File: config.mk
export PLATFORM = sky130hd
export DESIGN_NAME = sys_clkrst_gen
export DESIGN_NICKNAME = d
export VERILOG_FILES = /design/src/rtl/sys_clkrst_gen.sv
export SDC_FILE = /design/constraint.sdc
export NUM_CORES = 1
export LEC_CHECK = 0
export ABC_CLOCK_PERIOD_IN_PS = 3040
export CAP_MARGIN = 20
export CELL_PAD_IN_SITES_DETAIL_PLACEMENT = 1
export CELL_PAD_IN_SITES_GLOBAL_PLACEMENT = 1
export CORE_MARGIN = 2
export CORE_UTILIZATION = 47
export CTS_CLUSTER_DIAMETER = 150
export DETAILED_ROUTE_END_ITERATION = 16
export GPL_TIMING_DRIVEN = 0
export PLACE_DENSITY_LB_ADDON = 0.1
export SLEW_MARGIN = 10
export SYNTH_ARGS = -nofsm -noshare
export SYNTH_HDL_FRONTEND = slang
export SYNTH_SLANG_ARGS = --single-unit
File: constraint.sdc
create_clock -name clk_sys -period 3.04 [get_ports clk_sys]
set_input_delay 0.608 -clock clk_sys [delete_from_list [all_inputs] [get_ports clk_sys]]
set_output_delay 0.608 -clock clk_sys [all_outputs]
set_load 0.05 [all_outputs]
File: src/rtl/sys_clkrst_gen.sv
// Clock-enable and reset sequencer for the 580-series machine tops.
// It produces CPU, timer, pixel, PS/2 and IO strobes, the machine reset sequence and the ROM overlay flag.
module sys_clkrst_gen #(
  parameter int unsigned CPU_DIV     = 28,
  parameter int unsigned TURBO_MAX   = 2,
  parameter int unsigned F2_OFFSET   = 2,
  parameter int unsigned PIT_PHASE   = 4,
  parameter int unsigned PIX_DIV     = 6,
  parameter int unsigned PS2_DIV     = 3571,
  parameter int unsigned INIT_CYCLES = 50000000,
  parameter int unsigned RST_STRETCH = 15
) (
  input  logic       clk_sys,
  input  logic       reset,
  input  logic [1:0] turbo,
  input  logic       reset_req,
  input  logic       dl_busy,
  input  logic       cpu_a15,
  output logic       clk_f1,
  output logic       clk_f2,
  output logic       clk_pit,
  output logic       clk_pix,
  output logic       clk_pix2x,
  output logic       clk_ps2,
  output logic       clk_io,
  output logic       sys_reset,
  output logic       startup,
  output logic [1:0] speed_cur
);

  localparam int unsigned CW  = $clog2(CPU_DIV + 1);
  localparam int unsigned PXW = $clog2(PIX_DIV + 1);
  localparam int unsigned PSW = $clog2(PS2_DIV + 1);
  localparam int unsigned IW  = $clog2(INIT_CYCLES + 1);
  localparam int unsigned SW  = $clog2(RST_STRETCH + 1);

  typedef enum logic [1:0] {StPowerOn, StHold, StStretch, StRun} state_e;

  logic [CW-1:0]  cpu_div;
  logic [CW-1:0]  sub_div;
  logic [CW-1:0]  period;
  logic [1:0]     turbo_clamp;
  logic [PXW-1:0] pix_div;
  logic [PSW-1:0] ps2_div;
  logic [1:0]     req_sync;
  logic [1:0]     busy_sync;
  logic           hold_req;
  state_e         state;
  logic [IW-1:0]  init_cnt;
  logic [SW-1:0]  stretch_cnt;

  always_comb begin
    period      = CW'(CPU_DIV >> speed_cur);
    turbo_clamp = (turbo > 2'(TURBO_MAX)) ? 2'(TURBO_MAX) : turbo;
    hold_req    = req_sync[1] | busy_sync[1];
  end

  // sub_div tracks cpu_div modulo the current strobe period. Every period divides CPU_DIV,
  // so both counters wrap together and a speed change at the wrap never leaves a stale phase.
  always_ff @(posedge clk_sys or posedge reset) begin
    if (reset) begin
      cpu_div   <= '0;
      sub_div   <= '0;
      speed_cur <= '0;
      pix_div   <= '0;
      ps2_div   <= '0;
      clk_f1    <= 1'b0;
      clk_f2    <= 1'b0;
      clk_pit   <= 1'b0;
      clk_pix   <= 1'b0;
      clk_pix2x <= 1'b0;
      clk_ps2   <= 1'b0;
      clk_io    <= 1'b0;
    end else begin
      if (cpu_div == CW'(CPU_DIV - 1)) begin
        cpu_div   <= '0;
        sub_div   <= '0;
        speed_cur <= turbo_clamp;
      end else begin
        cpu_div <= cpu_div + CW'(1);
        sub_div <= (sub_div == period - CW'(1)) ? '0 : sub_div + CW'(1);
      end
      pix_div   <= (pix_div == PXW'(PIX_DIV - 1)) ? '0 : pix_div + PXW'(1);
      ps2_div   <= (ps2_div == PSW'(PS2_DIV - 1)) ? '0 : ps2_div + PSW'(1);
      clk_f1    <= (sub_div == '0);
      clk_f2    <= (sub_div == CW'(F2_OFFSET));
      clk_pit   <= (cpu_div == CW'(PIT_PHASE));
      clk_pix   <= (pix_div == '0);
      clk_pix2x <= (pix_div == '0) || (pix_div == PXW'(PIX_DIV / 2));
      clk_ps2   <= (ps2_div == '0);
      clk_io    <= ~clk_io;
    end
  end

  always_ff @(posedge clk_sys or posedge reset) begin
    if (reset) begin
      req_sync  <= '0;
      busy_sync <= '0;
    end else begin
      req_sync  <= {req_sync[0], reset_req};
      busy_sync <= {busy_sync[0], dl_busy};
    end
  end

  always_ff @(posedge clk_sys or posedge reset) begin
    if (reset) begin
      state       <= StPowerOn;
      init_cnt    <= '0;
      stretch_cnt <= '0;
      sys_reset   <= 1'b1;
      startup     <= 1'b1;
    end else begin
      startup <= sys_reset | (startup & ~cpu_a15);
      case (state)
        StPowerOn: begin
          if (init_cnt == IW'(INIT_CYCLES - 1)) begin
            state <= StHold;
          end else if (!busy_sync[1]) begin
            init_cnt <= init_cnt + IW'(1);
          end
        end
        StHold: begin
          stretch_cnt <= '0;
          if (!hold_req) begin
            state <= StStretch;
          end
        end
        StStretch: begin
          if (hold_req) begin
            state       <= StHold;
            stretch_cnt <= '0;
          end else if (stretch_cnt == SW'(RST_STRETCH - 1)) begin
            state     <= StRun;
            sys_reset <= 1'b0;
          end else begin
            stretch_cnt <= stretch_cnt + SW'(1);
          end
        end
        StRun: begin
          if (hold_req) begin
            state     <= StHold;
            sys_reset <= 1'b1;
          end
        end
        default: begin
          state     <= StPowerOn;
          sys_reset <= 1'b1;
        end
      endcase
    end
  end

endmodule

* Word-level counts from Yosys, hierarchy flattened
Cells that the tools add are included.
Storage, ports and cells: output and inout bits 11, bits in registers 72, bits of input ports 7
Cells by class: magnitude comparators 1, multiplexer cells 19, add/subtract/negate cells 7, bitwise operators 7, shift-type cells 1, reductions and logical operators 11, eq/ne operators 19
Operators with widths (count):
- adder 26 x 1 -> 26 bit (second input constant) | 1
- == test 26 bit (second input constant) | 1
- 2-to-1 mux 5 bit | 3
- adder 12 x 1 -> 12 bit (second input constant) | 1
- == test 12 bit (second input constant) | 1
- logical NOT 12 bit | 1
- 2-to-1 mux 12 bit | 1
- 2-to-1 mux 2 bit | 6
- adder 5 x 1 -> 5 bit (second input constant) | 2
- != test 2 bit (second input constant) | 5
- 2-to-1 mux 4 bit | 2
- one-hot mux 2 bit (4 select lines) | 1
- one-hot mux 4 bit (2 select lines) | 1
- AND reduction 4 bit | 2
- != test 3 bit (second input constant) | 2
- == test 5 x 2 -> 1 bit (second input constant) | 1
- == test 5 x 3 -> 1 bit (second input constant) | 1
- == test 5 bit | 1
- == test 5 bit (second input constant) | 1
- logical NOT 5 bit | 1
- >> shifter 5 x 2 -> 5 bit (first input constant) | 1
- subtractor 5 x 1 -> 5 bit (second input constant) | 1
- adder 4 x 1 -> 4 bit (second input constant) | 1
- == test 2 bit (second input constant) | 2
- 18 further kinds | 25

* Depth between registers and ports, before layout
Gate-level depths: netlist (run 1).
depth after elaboration 5, gate-level depth with buffers 8

* Least setup slack after synthesis (run 1)
OpenSTA, ideal clock, no wires.
path kind reg2reg, start point register speed_cur[1], end point register sub_div[2], stages on the path, launching flop included 6, setup slack 1013 ps, arrival 1879 ps, setup time 148 ps, cell sequence dfrtp_1 -> inv_1 -> ha_1 -> xor2_1 -> o41ai_1 -> nor2_1
On the way: word-level cells in the longest chain between the ends 5
Ends and longest elaborated chain:
- start: declaration | RTL line 28 | output logic [1:0] speed_cur
- start signal: assignment | RTL line 78 | speed_cur <= turbo_clamp;
- >> shifter 5 x 2 -> 5 bit | RTL line 53 | period = CW'(CPU_DIV >> speed_cur);
- subtractor 5 x 1 -> 5 bit | RTL line 81 | sub_div <= (sub_div == period - CW'(1)) ? '0 : sub_div + CW'(1);
- == test 5 bit | RTL line 81
- 2-to-1 mux 5 bit | RTL line 81
- 2-to-1 mux 5 bit | RTL line 75 | if (cpu_div == CW'(CPU_DIV - 1)) begin
- end signal: assignment | RTL line 81
- end: declaration | RTL line 40 | logic [CW-1:0] sub_div;
Every way passes these cells. A chain may end at the register's enable or synchronous reset.

* Worst setup path after layout (run 1)
start point register state[0], end point register init_cnt[21]
On the way: word-level cells in the longest chain between the ends 2
Ends and longest elaborated chain:
- start: declaration | RTL line 48 | state_e state;
- start signal: assignment | RTL line 107 | state <= StPowerOn;
- start signal: assignment | RTL line 117 | state <= StHold;
- start signal: assignment | RTL line 125 | state <= StStretch;
- logical NOT 2 bit | RTL line 114 | case (state)
- AND reduction 3 bit (no source line)
- end signal: assignment | RTL line 119 | init_cnt <= init_cnt + IW'(1);
- end: declaration | RTL line 49 | logic [IW-1:0] init_cnt;
Every way passes these cells.

==> results.sh, run 1 <==
export IMPL_status="finished clean"
export IMPL_cts_sinks=72
export IMPL_rsz0062_at_grt="no"
export IMPL_skew_ps=10.1
export IMPL_rows=30
export IMPL_port_buffers=17
export IMPL_peakVddDrop_mv=0.264
export IMPL_synth_most_common_cell="dfrtp_1"
export IMPL_crit_path_end_kind="flip-flop"
export IMPL_io_pins=18
export IMPL_hold_class="flip-flop to flip-flop"
export IMPL_criticalPathCategory="flip-flop to flip-flop"
export IMPL_die_w_um=88.8
export IMPL_routed_via_density=5.21
export IMPL_coreArea_um2=6870
export IMPL_dp_hpwl_mm=4.82
export IMPL_num_fill_cells=763
export IMPL_post_route_min_period_ps=2420
export IMPL_areaGrowthSynthToFinish_pct=15.6
export IMPL_layout_setup_ws_ps=621
export IMPL_leakage_nw=1.77
export IMPL_fin_crit_sh=0.796
export IMPL_worstSetupStartpointType="flip-flop"
export IMPL_ys_warn_count=0
export IMPL_antenna_found_initial=0
export IMPL_ys_ff_latch=72
export IMPL_gp_congestion=0.768
export IMPL_nets=370
export IMPL_place_ws_ps=612
export IMPL_worstPathRequired_ps=3270
export IMPL_htreeDepth=3
export IMPL_start_util=0.492
export IMPL_cts_hold_buffers=0
export IMPL_crit_arrival_ps=2640
export IMPL_synth_area_per_cell_um2=10.7
export IMPL_synth_top_cell_by_area="dfrtp_1"
export IMPL_die_area_um2=7880
export IMPL_cts_made_buffers=9
export IMPL_synth_cell_area_um2=3380
export IMPL_crit_path_max_fanout=6
export IMPL_final_max_slew_violation_count=0
export IMPL_fp_dieH_um=88.8
export IMPL_cts_resized=0
export IMPL_syn_nets=341
export IMPL_multi_input_area_um2=1470
export IMPL_grt_max_degree=45
export IMPL_p_per_area_nw_per_um2=581
export IMPL_hold_viol=0
export IMPL_clkTransAtPathRegs_ps=80
export IMPL_clockRootBuffer="clkbuf_8"
export IMPL_synth_edf_count=0
export IMPL_drc=0
export IMPL_relSlewSlack=0.403
export IMPL_synth_area_leaders="dfrtp_1 52%, ha_1 6.7%, xnor2_1 5.4%, xor2_1 5.2%, nor2_1 3.4%"
export IMPL_ys_types=45
export IMPL_gr_total_overflow=0
export IMPL_post_route_util=0.568
export IMPL_first_global_vias=2571
export IMPL_postRouteAntennaNets=0
export IMPL_grt_pass1_wl_mm=12.4
export IMPL_maxCapViolCount=0
export IMPL_drt_iter0_drc=56
export IMPL_synth_seq_area_share=0.534
export IMPL_grtUsageTotal=0.206
export IMPL_synthCells=316
export IMPL_post_cts_buffers=0
export IMPL_drive_gt1_frac=0.0857
export IMPL_clock_path_buffers=2
export IMPL_diodes=0
export IMPL_routed_wirelength_mm=6.85
export IMPL_seq_area_um2=1800
export IMPL_routedWlPerCell_um=15.4
export IMPL_finalSetupViolCount=0
export IMPL_synthTopCellsByCount="70 x dfrtp_1, 31 x nor2_1, 22 x nand3_1, 21 x inv_1, 21 x xnor2_1"
export IMPL_dr_total_vias=2325
export IMPL_clk_latency_ps=350
export IMPL_worst_slew_pin_transition_ps=884
export IMPL_cts_tree="built"
export IMPL_yosys_area_top_type_share=0.519
export IMPL_timing_fmax_mhz=413
export IMPL_async_reset_ff_frac=1.00
export IMPL_ys_flop_type="dfrtp_1"
export IMPL_drt_first_pass_iters=4
flip-flops by register name (all words and copies together), names as in the netlist, 2 cells and up:
name,count
cpu_div,5
pix_div,3
state,2
init_cnt,26
speed_cur,2
ps2_div,12
stretch_cnt,4
sub_div,5
busy_sync,2
req_sync,2
cells in the final DEF (no fill, tap or decap), types with 3 or more instances in the layout:
cell	netlist	final
dfrtp_1	70	70
nor2_1	31	31
nand3_1	22	22
xnor2_1	21	21
nand2_1	20	20
inv_1	21	20
xor2_1	20	20
ha_1	18	18
clkdlybuf4s50_1	0	17
nand4_1	12	12
clkbuf_8	0	11
nor3_1	10	10
o21ai_0	10	10
a21oi_1	7	7
and3_1	6	6
nor4_1	4	4
and2_1	3	3
mux2i_1	3	3
nor4b_1	3	3
cell families (layout without fill, tap and decap cells):
logic type | count (synthesis) | count (layout) | synth area share
and+or+nand+nor | 131 | 131 | 0.206
buffers and inverters | 24 | 58 | 0.0293
adders and majority gates | 18 | 18 | 0.0667
xor gates and xnor gates | 41 | 41 | 0.106
muxes | 4 | 4 | 0.0122
AOI/OAI and AO/OA | 26 | 26 | 0.0448
DFF | 72 | 72 | 0.534
power breakdown:
part	internal (W)	switching, W
combinational	0.000141	0.000174
clock	0.000421	0.000369
sequential	0.00105	0.000112
total	0.00161	0.000655
worst paths after layout:
check / start / endpoint / slack, ps / depth (start not counted)
worst max-delay path: state[0]$_DFFE_PP0P_ / init_cnt[21]$_DFFE_PP0P_ / 620 / 7
worst min-delay path: busy_sync[0]$_DFF_PP0_ / busy_sync[1]$_DFF_PP0_ / 350 / 0
worst max register to register: state[0]$_DFFE_PP0P_ / init_cnt[21]$_DFFE_PP0P_ / 620 / 7
worst min register to register: busy_sync[0]$_DFF_PP0_ / busy_sync[1]$_DFF_PP0_ / 350 / 0
max in group asynchronous: reset / init_cnt[13]$_DFFE_PP0P_ / 1890 / 3
min in group asynchronous: reset / ps2_div[3]$_DFF_PP0_ / 610 / 2
through the flow:
step,instances,hold slack (ps),power [W],TNS (ps),instance area (um^2)
final,446,353,0.00227,0,3900
after global routing,446,376,0.00240,0,3900
after CTS,446,357,0.00230,0,3900
after detailed placement,430,338,0.00150,0,3700
after global placement,429,333,0.00146,-41820,3670
after floorplan,316,331,0.00139,0,3380
worst max-delay path: stages (launching register included):
cell	delay, ps
dfrtp_1	410
inv_1	110
ha_1	190
nor2b_1	270
nand4_1	310
nor3_1	660
nand4_1	200
xnor2_1	160
layer usage:
metal	share of wire	global-route usage	vias up
met4	0.021	0.0813	0
met3	0.021	0.0308	13
li1	-	-	1135
met1	0.47	0.277	1153
met2	0.49	0.336	24
met5	0	0	-
final cells by class:
| cell class | instances | area share |
|---|---|---|
| inverter | 21 | 0.0208 |
| clock inverter | 5 | 0.0141 |
| multi-input combinational | 220 | 0.378 |
| tap | 96 | 0.0308 |
| sequential | 72 | 0.462 |
| buffer | 3 | 0.00513 |
| timing repair buffer | 18 | 0.0506 |
| clock buffer | 11 | 0.0388 |
No activity file was read; power rests on OpenSTA's default activity.
==> run 2: changes to the inputs <==
--- a/config.mk
+++ b/config.mk
@@ -5,7 +5,7 @@
 export SDC_FILE = /design/constraint.sdc
 export NUM_CORES = 1
 export LEC_CHECK = 0
-export ABC_CLOCK_PERIOD_IN_PS = 3040
+export ABC_CLOCK_PERIOD_IN_PS = 2350
 export CAP_MARGIN = 20
 export CELL_PAD_IN_SITES_DETAIL_PLACEMENT = 1
 export CELL_PAD_IN_SITES_GLOBAL_PLACEMENT = 1
==> constraint.sdc (replaced) <==
create_clock -name clk_sys -period 2.35 [get_ports clk_sys]
set_input_delay 0.47 -clock clk_sys [delete_from_list [all_inputs] [get_ports clk_sys]]
set_output_delay 0.47 -clock clk_sys [all_outputs]
set_load 0.05 [all_outputs]
==> run 2 against run 1 <==
  * Combinational power rose by 32%
  * Cell area rose by 0.67%
  * Clock power rose by 29%
  * Non-clock buffer count rose by 2
  * First-iteration DRC count rose by 3.6%
  * Clock skew rose by 0.52 ps
  * Via count rose by 0.82%
  * Final cell count rose by 0.45%
  * Largest cell class unchanged
==> results.sh, run 2 (same netlist as run 1, synthesis figures left out) <==
export IMPL_status="finished clean"
export IMPL_drc=0
export IMPL_worstHoldStart="busy_sync[0]$_DFF_PP0_"
export IMPL_antenna_found_initial=0
export IMPL_crit_path_end_kind="flip-flop"
export IMPL_cts_hold_buffers=0
export IMPL_htreeDepth=3
export IMPL_first_global_vias=2571
export IMPL_rrSetupSlack_ps=100
export IMPL_largest_reg_flops=26
export IMPL_routed_wirelength_mm=6.94
export IMPL_cts_sinks=72
export IMPL_dp_hpwl_mm=4.82
export IMPL_reg_top3="init_cnt (26), ps2_div (12)"
export IMPL_r2r_start="init_cnt[0]$_DFFE_PP0P_"
export IMPL_grt_util_met3=0.0308
export IMPL_die_area_um2=7880
export IMPL_min_to="busy_sync[1]$_DFF_PP0_"
export IMPL_final_max_slew_violation_count=0
export IMPL_criticalPathCategory="flip-flop to flip-flop"
export IMPL_start_util=0.492
export IMPL_grt_pass1_wl_mm=12.4
export IMPL_fp_dieH_um=88.8
export IMPL_reg2regPathDepth=6
export IMPL_skew_ps=10.6
export IMPL_fin_crit_sh=0.959
export IMPL_final_cell_mix="70 x dfrtp_1, 31 x nor2_1, 22 x nand3_1, 21 x xnor2_1"
export IMPL_routed_via_density=5.23
export IMPL_nets=372
export IMPL_die_w_um=88.8
export IMPL_worstSetupStartpointType="flip-flop"
export IMPL_met2_usage=0.337
export IMPL_gr_total_overflow=0
export IMPL_post_place_cells=430
export IMPL_crit_path_max_fanout=8
export IMPL_timing_fmax_mhz=444
export IMPL_crit_arrival_ps=2480
export IMPL_cts_made_buffers=9
export IMPL_drt_iter0_drc=58
export IMPL_io_pins=18
export IMPL_clockRootBuffer="clkbuf_8"
export IMPL_top_usage_layer="met2"
export IMPL_drive_gt1_frac=0.0938
export IMPL_hold_class="flip-flop to flip-flop"
export IMPL_final_common_cell="dfrtp_1"
export IMPL_num_fill_cells=766
export IMPL_grtUsageTotal=0.207
export IMPL_p_per_area_nw_per_um2=749
export IMPL_dr_total_vias=2344
export IMPL_hold_viol=0
export IMPL_cts_tree="built"
export IMPL_clk_latency_ps=340
export IMPL_place_ws_ps=-77.8
export IMPL_diodes=0
export IMPL_gp_congestion=0.768
export IMPL_post_route_min_period_ps=2250
export IMPL_grt_max_degree=45
export IMPL_worst_slew_pin_transition_ps=878
export IMPL_relSlewSlack=0.407
export IMPL_hold_path_depth=0
export IMPL_layout_setup_ws_ps=95.8
export IMPL_coreArea_um2=6870
export IMPL_power_total_w=0.00294
export IMPL_reg2reg_to="init_cnt[1]$_DFFE_PP0P_"
export IMPL_top_register="init_cnt"
export IMPL_clkTransAtPathRegs_ps=80
export IMPL_finalSetupViolCount=0
export IMPL_leakage_nw=1.80
export IMPL_maxCapViolCount=0
export IMPL_use_met1=0.279
export IMPL_postRouteAntennaNets=0
export IMPL_drt_first_pass_iters=4
export IMPL_peakVddDrop_mv=0.341
export IMPL_areaGrowthSynthToFinish_pct=16.4
export IMPL_worstPathRequired_ps=2570
export IMPL_clock_path_buffers=2
export IMPL_port_buffers=17
export IMPL_fin_cells=448
export IMPL_rows=30
export IMPL_routedWlPerCell_um=15.5
run 2: changes by cell type in the layout (fill, tap and decap cells not counted):
cell / change
nor3_1: -1
buf_4: +2
nor3_4: +1
run 2: final cells by class:
class	instances	area [um^2]	share of cell area
Clock buffer	11	151	0.0385
Timing Repair Buffer	20	213	0.0541
Clock inverter	5	55.1	0.0140
Sequential cell	72	1800	0.459
Tap cell	96	120	0.0306
Buffer	3	20.0	0.00509
Inverter	21	81.3	0.0207
Multi-Input combinational cell	220	1490	0.378
run 2: worst max path at each step:
stage / startpoint / endpoint / slack (ps) / cells past startpoint
floorplan: reset / busy_sync[0]$_DFF_PP0_ / 60 / 1
global placement: reset / stretch_cnt[3]$_DFFE_PP0P_ / -1150 / 2
detailed placement: state[0]$_DFFE_PP0P_ / init_cnt[21]$_DFFE_PP0P_ / -80 / 7
CTS: init_cnt[0]$_DFFE_PP0P_ / init_cnt[1]$_DFFE_PP0P_ / 70 / 6
global route: init_cnt[0]$_DFFE_PP0P_ / init_cnt[1]$_DFFE_PP0P_ / -7 / 6
finish: init_cnt[0]$_DFFE_PP0P_ / init_cnt[1]$_DFFE_PP0P_ / 100 / 6
run 2: power by group:
part	switching (W)	total, W	leakage [nW]	internal, W
logic	0.000227	0.000414	0.782	0.000187
clock network	0.000476	0.00102	0.101	0.000545
registers	0.000146	0.00151	0.915	0.00136
total	0.000850	0.00294	1.80	0.00209
run 2: metrics by stage:
step	setup TNS (ps)	hold WS [ps]	util	area, um^2
after CTS	0	357	0.569	3910
after detailed placement	-192	338	0.538	3700
after global placement	-81400	333	0.534	3670
final	0	353	0.572	3930
after global routing	-6.91	376	0.572	3930
after floorplan	0	331	-	3380
run 2: routing by layer:
layer	vias up	wire (um)
li1	1138	-
met1	1173	3260
met2	20	3410
met3	13	128
met4	0	144
met5	-	0
run 2: critical path, cell delays in order (launching register included):
cell	delay (ps)
dfrtp_1	390
ha_1	230
nand4_1	240
or4_1	580
o21a_1	210
buf_2	170
mux2_1	310
run 2: repair_timing:
action,CTS,global route
pin swaps,0,2
endpoints found under the setup margin,5,6
setup buffers,0,2
resized for setup,1,1
endpoints found under the hold margin,0,0
==> patch 1: new RTL, config.mk and constraints of run 2 <==
Encoding of `state_e`: now one-hot (4 bits for 4 states).
--- a/src/rtl/sys_clkrst_gen.sv
+++ b/src/rtl/sys_clkrst_gen.sv
@@ -34,7 +34,7 @@
   localparam int unsigned IW  = $clog2(INIT_CYCLES + 1);
   localparam int unsigned SW  = $clog2(RST_STRETCH + 1);
 
-  typedef enum logic [1:0] {StPowerOn, StHold, StStretch, StRun} state_e;
+  typedef enum logic [3:0] {StPowerOn = 4'b0001, StHold = 4'b0010, StStretch = 4'b0100, StRun = 4'b1000} state_e;
 
   logic [CW-1:0]  cpu_div;
   logic [CW-1:0]  sub_div;
Function: same outputs for any inputs over 10 cycles, from zero or initial values and one cycle with reset high; not proved beyond that.
==> patch 1 against run 2 <==
First-iteration DRC count is 57% higher. Sequential cell count is 2 higher. Synthesized area is 2.7% higher. Wire length is 4.3% lower. Clock skew is 1.9 ps higher. Critical path depth is 5 lower. Setup slack better by 92 ps. Design area is 0.89% higher. Register-to-register slack better by 110 ps. Total power is 8.3% lower. Count of clock-buffer cells in the layout is 4 higher. Critical path type is now register to output port. Largest power group unchanged.
==> patch 1: results (changes against run 2) <==
Final layout
  • Layout cells sized above 1: 9.12% (-0.26 points)
  • Fin cells: 461 (+2.9%)
  • Final #Nets: 378 (+1.6%)
  • # fillers: 808 (+5.5%)

Drt
  • Routed wire length: 6.64 mm (-4.3%)
  • Drt first pass iters: 5 (+1)
  • Via count: 2408 (+2.7%)
  • Initial DRC count: 91 (+57%)

Worst hold path
  • WHS Endpoint: req_sync[1]

Critical path
  • Crit path DAT: 1690 ps (-790 ps)
  • Slowest cell on the critical path: clkdlybuf4s50_1
  • Slowest Stage Delay on Critical Path: 800 ps (+220 ps)
  • CP startpoint: sys_reset
  • Kind of cell adding the most delay to the critical path: buffers and inverters
  • Worst reg2reg path endpoint: init_cnt[24]
  • Setup crit end: sys_reset
  • Reg2Reg Depth: 7 (+1)
  • CP Max Fanout: 4 (-4)

Power
  • Pleak: 1.85 nW (+3.1%)
  • IR drop worst, VDD: 0.376 mV (+10%)
  • Psw: 0.752 mW (-11%)

Yosys
  • Synth cell count leaders: dfrtp_1 (71), nor2_1 (30), nand3_1 (24), xor2_1 (23)
  • Syn_nets: 347 (+1.8%)
  • Synth top area share: 51.2% (-0.64 points)
  • Top post-synthesis cells by area: dfrtp_1 (51%), xor2_1 (5.8%), ha_1 (5.1%)
  • Mapped Avg Cell Area: 10.6 µm² (-0.45%)
  • Post-synthesis sequential area ratio: 53.5% (+0.072 points)
  • Synth cell types: 41 (-8.9%)

GRT
  • Largest net degree at the start of global routing: 63 (+40%)
  • First-pass GRT wire length: 12.0 mm (-3.3%)

Placement
  • Placer Congestion: 0.788 (+2.6%)
  • Placed cell count: 443 (+3.0%)

Outcome
  • Run status: finished, final reports clean

Timing
  • Skew final: 12.5 ps (+1.93 ps)
patch 1: cell types whose count changed after synthesis, moves of 3 or more:
cell / before / now
mux2_2: 0 / 3
xor2_1: 20 / 23
or3_1: 0 / 3
xnor2_1: 21 / 16
ha_1: 18 / 14
mux2i_1: 3 / 0
o21ai_0: 10 / 14
and3_1: 6 / 9
patch 1: per-stage QoR:
step	setup WS, ps	hold WS (ps)	instance area, µm²
floorplan	3.34	331	3470
global placement	-1280	333	3760
detailed placement	142	344	3790
CTS	130	363	3940
global route	14.0	368	3970
finish	188	360	3970
patch 1: layout make-up:
class | count | share of cell area (%)
Sequential cell | 74 | 46.8
Multi-Input combinational cell | 227 | 38.0
Timing Repair Buffer | 20 | 5.36
Clock buffer | 15 | 3.69
Tap cell | 99 | 3.12
Inverter | 20 | 1.96
Buffer | 5 | 0.915
Clock inverter | 1 | 0.126
patch 1: power by group through the flow:
stage / clock, mW / sequential [mW] / combinational, mW
floorplan: 0 / 1.54 / 0.246
global placement: 0 / 1.52 / 0.359
detailed placement: 0 / 1.53 / 0.387
CTS: 0.841 / 1.51 / 0.388
global route: 0.893 / 1.53 / 0.444
finish: 0.814 / 1.51 / 0.377
patch 1: routing by layer:
metal | up-vias | global-route usage [%] | part of all wire (%)
li1 | 1185 | - | -
met1 | 1193 | 25.2 | 49
met2 | 21 | 29.0 | 48
met3 | 9 | 3.10 | 1.9
met4 | 0 | 6.41 | 1.5
met5 | - | 0 | 0
patch 1: kinds of logic after synthesis:
kind of cell             Yosys count  synth area share (%)
AO/OA/AOI/OAI                     27                  4.47
multiplexers                       3                 0.974
XOR/XNOR                          39                  9.85
AND/OR/NAND/NOR                  144                  22.9
flip-flops                        74                  53.5
adder cells (fa/ha/maj)           14                  5.05
buffers and inverters             25                  3.21
==> patch 2: new RTL, config.mk and constraints of run 2 <==
Made on the original files. `RST_STRETCH`: 15 -> 30.
--- a/src/rtl/sys_clkrst_gen.sv
+++ b/src/rtl/sys_clkrst_gen.sv
@@ -8,7 +8,7 @@
   parameter int unsigned PIX_DIV     = 6,
   parameter int unsigned PS2_DIV     = 3571,
   parameter int unsigned INIT_CYCLES = 50000000,
-  parameter int unsigned RST_STRETCH = 15
+  parameter int unsigned RST_STRETCH = 30
 ) (
   input  logic       clk_sys,
   input  logic       reset,
Formal check against the unedited RTL: no difference found for any inputs over 10 cycles, from zero or initial values and one cycle with reset high; that may be too few to reach the edited logic, so the function may still have changed.
==> patch 2 against run 2 <==
Cell count decreased by 1.3%. Total power shrank 2.1%. Core utilization fell by 2.2 points. Clock skew rose by 2.3 ps. Non-clock buffer count fell by 1. Critical path depth shrank 5. Synthesized area rose by 1.0%. Wire length down 11%. First-iteration DRC count increased by 50%. Via count shrank 3.8%. Setup slack improved by 79 ps. Critical endpoint is now sys_reset. Design area decreased by 0.16%. Largest cell class unchanged. Sequential cell count increased by 1.
==> patch 2: results (changes against run 2) <==
Outcome
  • Run status: finished, final reports clean

GRT
  • Initial antenna violation count: 0 (unchanged)
  • Tot GR Track Use: 17.8% (-2.9 points)
  • Largest net degree at the start of global routing: 52 (+16%)
  • First-pass GRT wire length: 10.8 mm (-13%)

Clock network
  • CTS Root Cell: clkbuf_8
  • CTS Buffer Depth: 2 (unchanged)
  • CTS clk-pin slew, worst paths: around 70 ps
  • Clk_lat worst skew: 340 ps (about the same)
  • H-tree Lvls: 3 (unchanged)
  • Setup Fix Bufs, Post-CTS: 0 (unchanged)
  • Resized cells post-CTS: 0 (-1)
  • CTS Buf Count: 9 (unchanged)

Final layout
  • Antenna cell count: 0 (unchanged)
  • Layout cells sized above 1: 9.62% (+0.25 points)
  • # fillers: 808 (+5.5%)
  • Largest register FFs: 26 (unchanged)
  • Final #Nets: 364 (-2.2%)
  • Top Registers: init_cnt: 26 flops, ps2_div: 12 flops

Placement
  • # port buffers: 17 (unchanged)
  • Final HPWL DP: 4.37 mm (-9.4%)
  • Placer Congestion: 0.736 (-4.2%)
  • Placed cell count: 426 (-0.93%)

Drt
  • Via/cell ratio: 5.10 (-2.4%)
  • Via count: 2256 (-3.8%)
  • DR WL/cell: 14.0 µm (-9.8%)
  • Drt first pass iters: 4 (unchanged)
  • DRC violations left: 0 (unchanged)
  • Initial DRC count: 87 (+50%)

Critical path
  • Slowest Stage Delay on Critical Path: 800 ps (+220 ps)
  • Crit path DAT: 1710 ps (-770 ps)
  • CP Max Fanout: 4 (-4)
  • Kind of cell adding the most delay to the critical path: buffers and inverters
  • Slowest cell on the critical path: clkdlybuf4s50_1

Yosys
  • Synth cell count leaders: dfrtp_1 (71), nor2_1 (30), xnor2_1 (27), nand2_1 (22), nand3_1 (20)
  • Post-synthesis sequential area ratio: 53.6% (+0.20 points)
  • Synth cell types: 44 (-2.2%)
  • Ys async rst share: 100% (unchanged)
  • Synth Warn #: 0 (unchanged)
  • Mapped Avg Cell Area: 11.0 µm² (+3.3%)
  • Top post-synthesis cells by area: dfrtp_1 (52%), ha_1 (7.0%), xnor2_1 (6.9%)
  • Syn_nets: 335 (-1.8%)

Power
  • Pleak: 1.82 nW (+1.1%)
  • IR drop worst, VDD: 0.391 mV (+15%)

Timing
  • Skew final: 13.0 ps (+2.35 ps)
  • Measured slew at the worst slew-check pin: 864 ps (-14.1 ps)

Worst hold path
  • Worst hold path class: register to register
## patch 2: cell types whose count changed after synthesis, moves of 3 or more
| cell | change |
|---|---|
| nor3_1 | -4 |
| o21ai_0 | -3 |
| nor4_1 | -3 |
| a21oi_1 | -3 |
| xnor2_1 | +6 |
## patch 2: worst register-to-register path: stages, from the launching register on
cell and delay, ps:
dfrtp_1 400, inv_1 120, ha_1 250, xor2_1 150, o41ai_1 770, nor2_1 130
## patch 2: worst paths after layout
| path | from | end | slack (ps) | cells past startpoint |
|---|---|---|---|---|
| max reg2reg | speed_cur[1] | sub_div[2] | 380 | 5 |
| min | req_sync[0] | req_sync[1] | 360 | 0 |
| max | sys_reset | sys_reset | 170 | 1 |
| min reg2reg | req_sync[0] | req_sync[1] | 360 | 0 |
| min in group asynchronous | reset | speed_cur[0] | 450 | 2 |
| max in group asynchronous | reset | startup | 1290 | 3 |
## patch 2: cells by family (layout without fill, tap and decap cells)
group	Yosys count	after routing	share of synthesized area, %
compound gates	19	19	3.60
fa+ha+maj	19	19	6.97
flops	73	73	53.6
mux	4	4	1.21
xor+xnor	45	45	11.6
simple gates	126	126	20.3
buf+inv	23	57	2.71
## patch 2: power by group
group          leakage (nW)  total, mW  internal [mW]  switching (mW)
registers             0.930       1.50           1.37           0.123
clock network        0.0974      0.964          0.518           0.446
logic                 0.790      0.421          0.191           0.229
## patch 2: layout make-up
class                      count  share of cell area [%]
timing repair buffer          18                    5.04
inverter                      19                    1.88
tap                           99                    3.16
multi-input combinational    213                    37.9
clock buffer                  13                    3.79
buffer                         4                   0.542
clock inverter                 3                    1.02
sequential                    73                    46.6
## patch 2: layer usage
layer | track usage (%) | up-vias | wire length (µm)
li1 | - | 1105 | -
met1 | 25.0 | 1123 | 3030
met2 | 26.7 | 22 | 2890
met3 | 4.80 | 6 | 171
met4 | 6.51 | 0 | 84
met5 | 0 | - | 0
## patch 2: stage by stage
step | TNS (ps) | total power [mW] | instance area, µm² | worst slack, ps | util (%)
final | 0 | 2.88 | 3920 | 174 | 55.0
after global routing | 0 | 3.04 | 3920 | 125 | 55.0
after CTS | 0 | 2.93 | 3920 | 151 | 55.0
after detailed placement | 0 | 1.95 | 3730 | 352 | 52.3
after global placement | -87170 | 1.91 | 3700 | -1220 | 51.9
after floorplan | 0 | 1.81 | 3410 | 30.0 | -
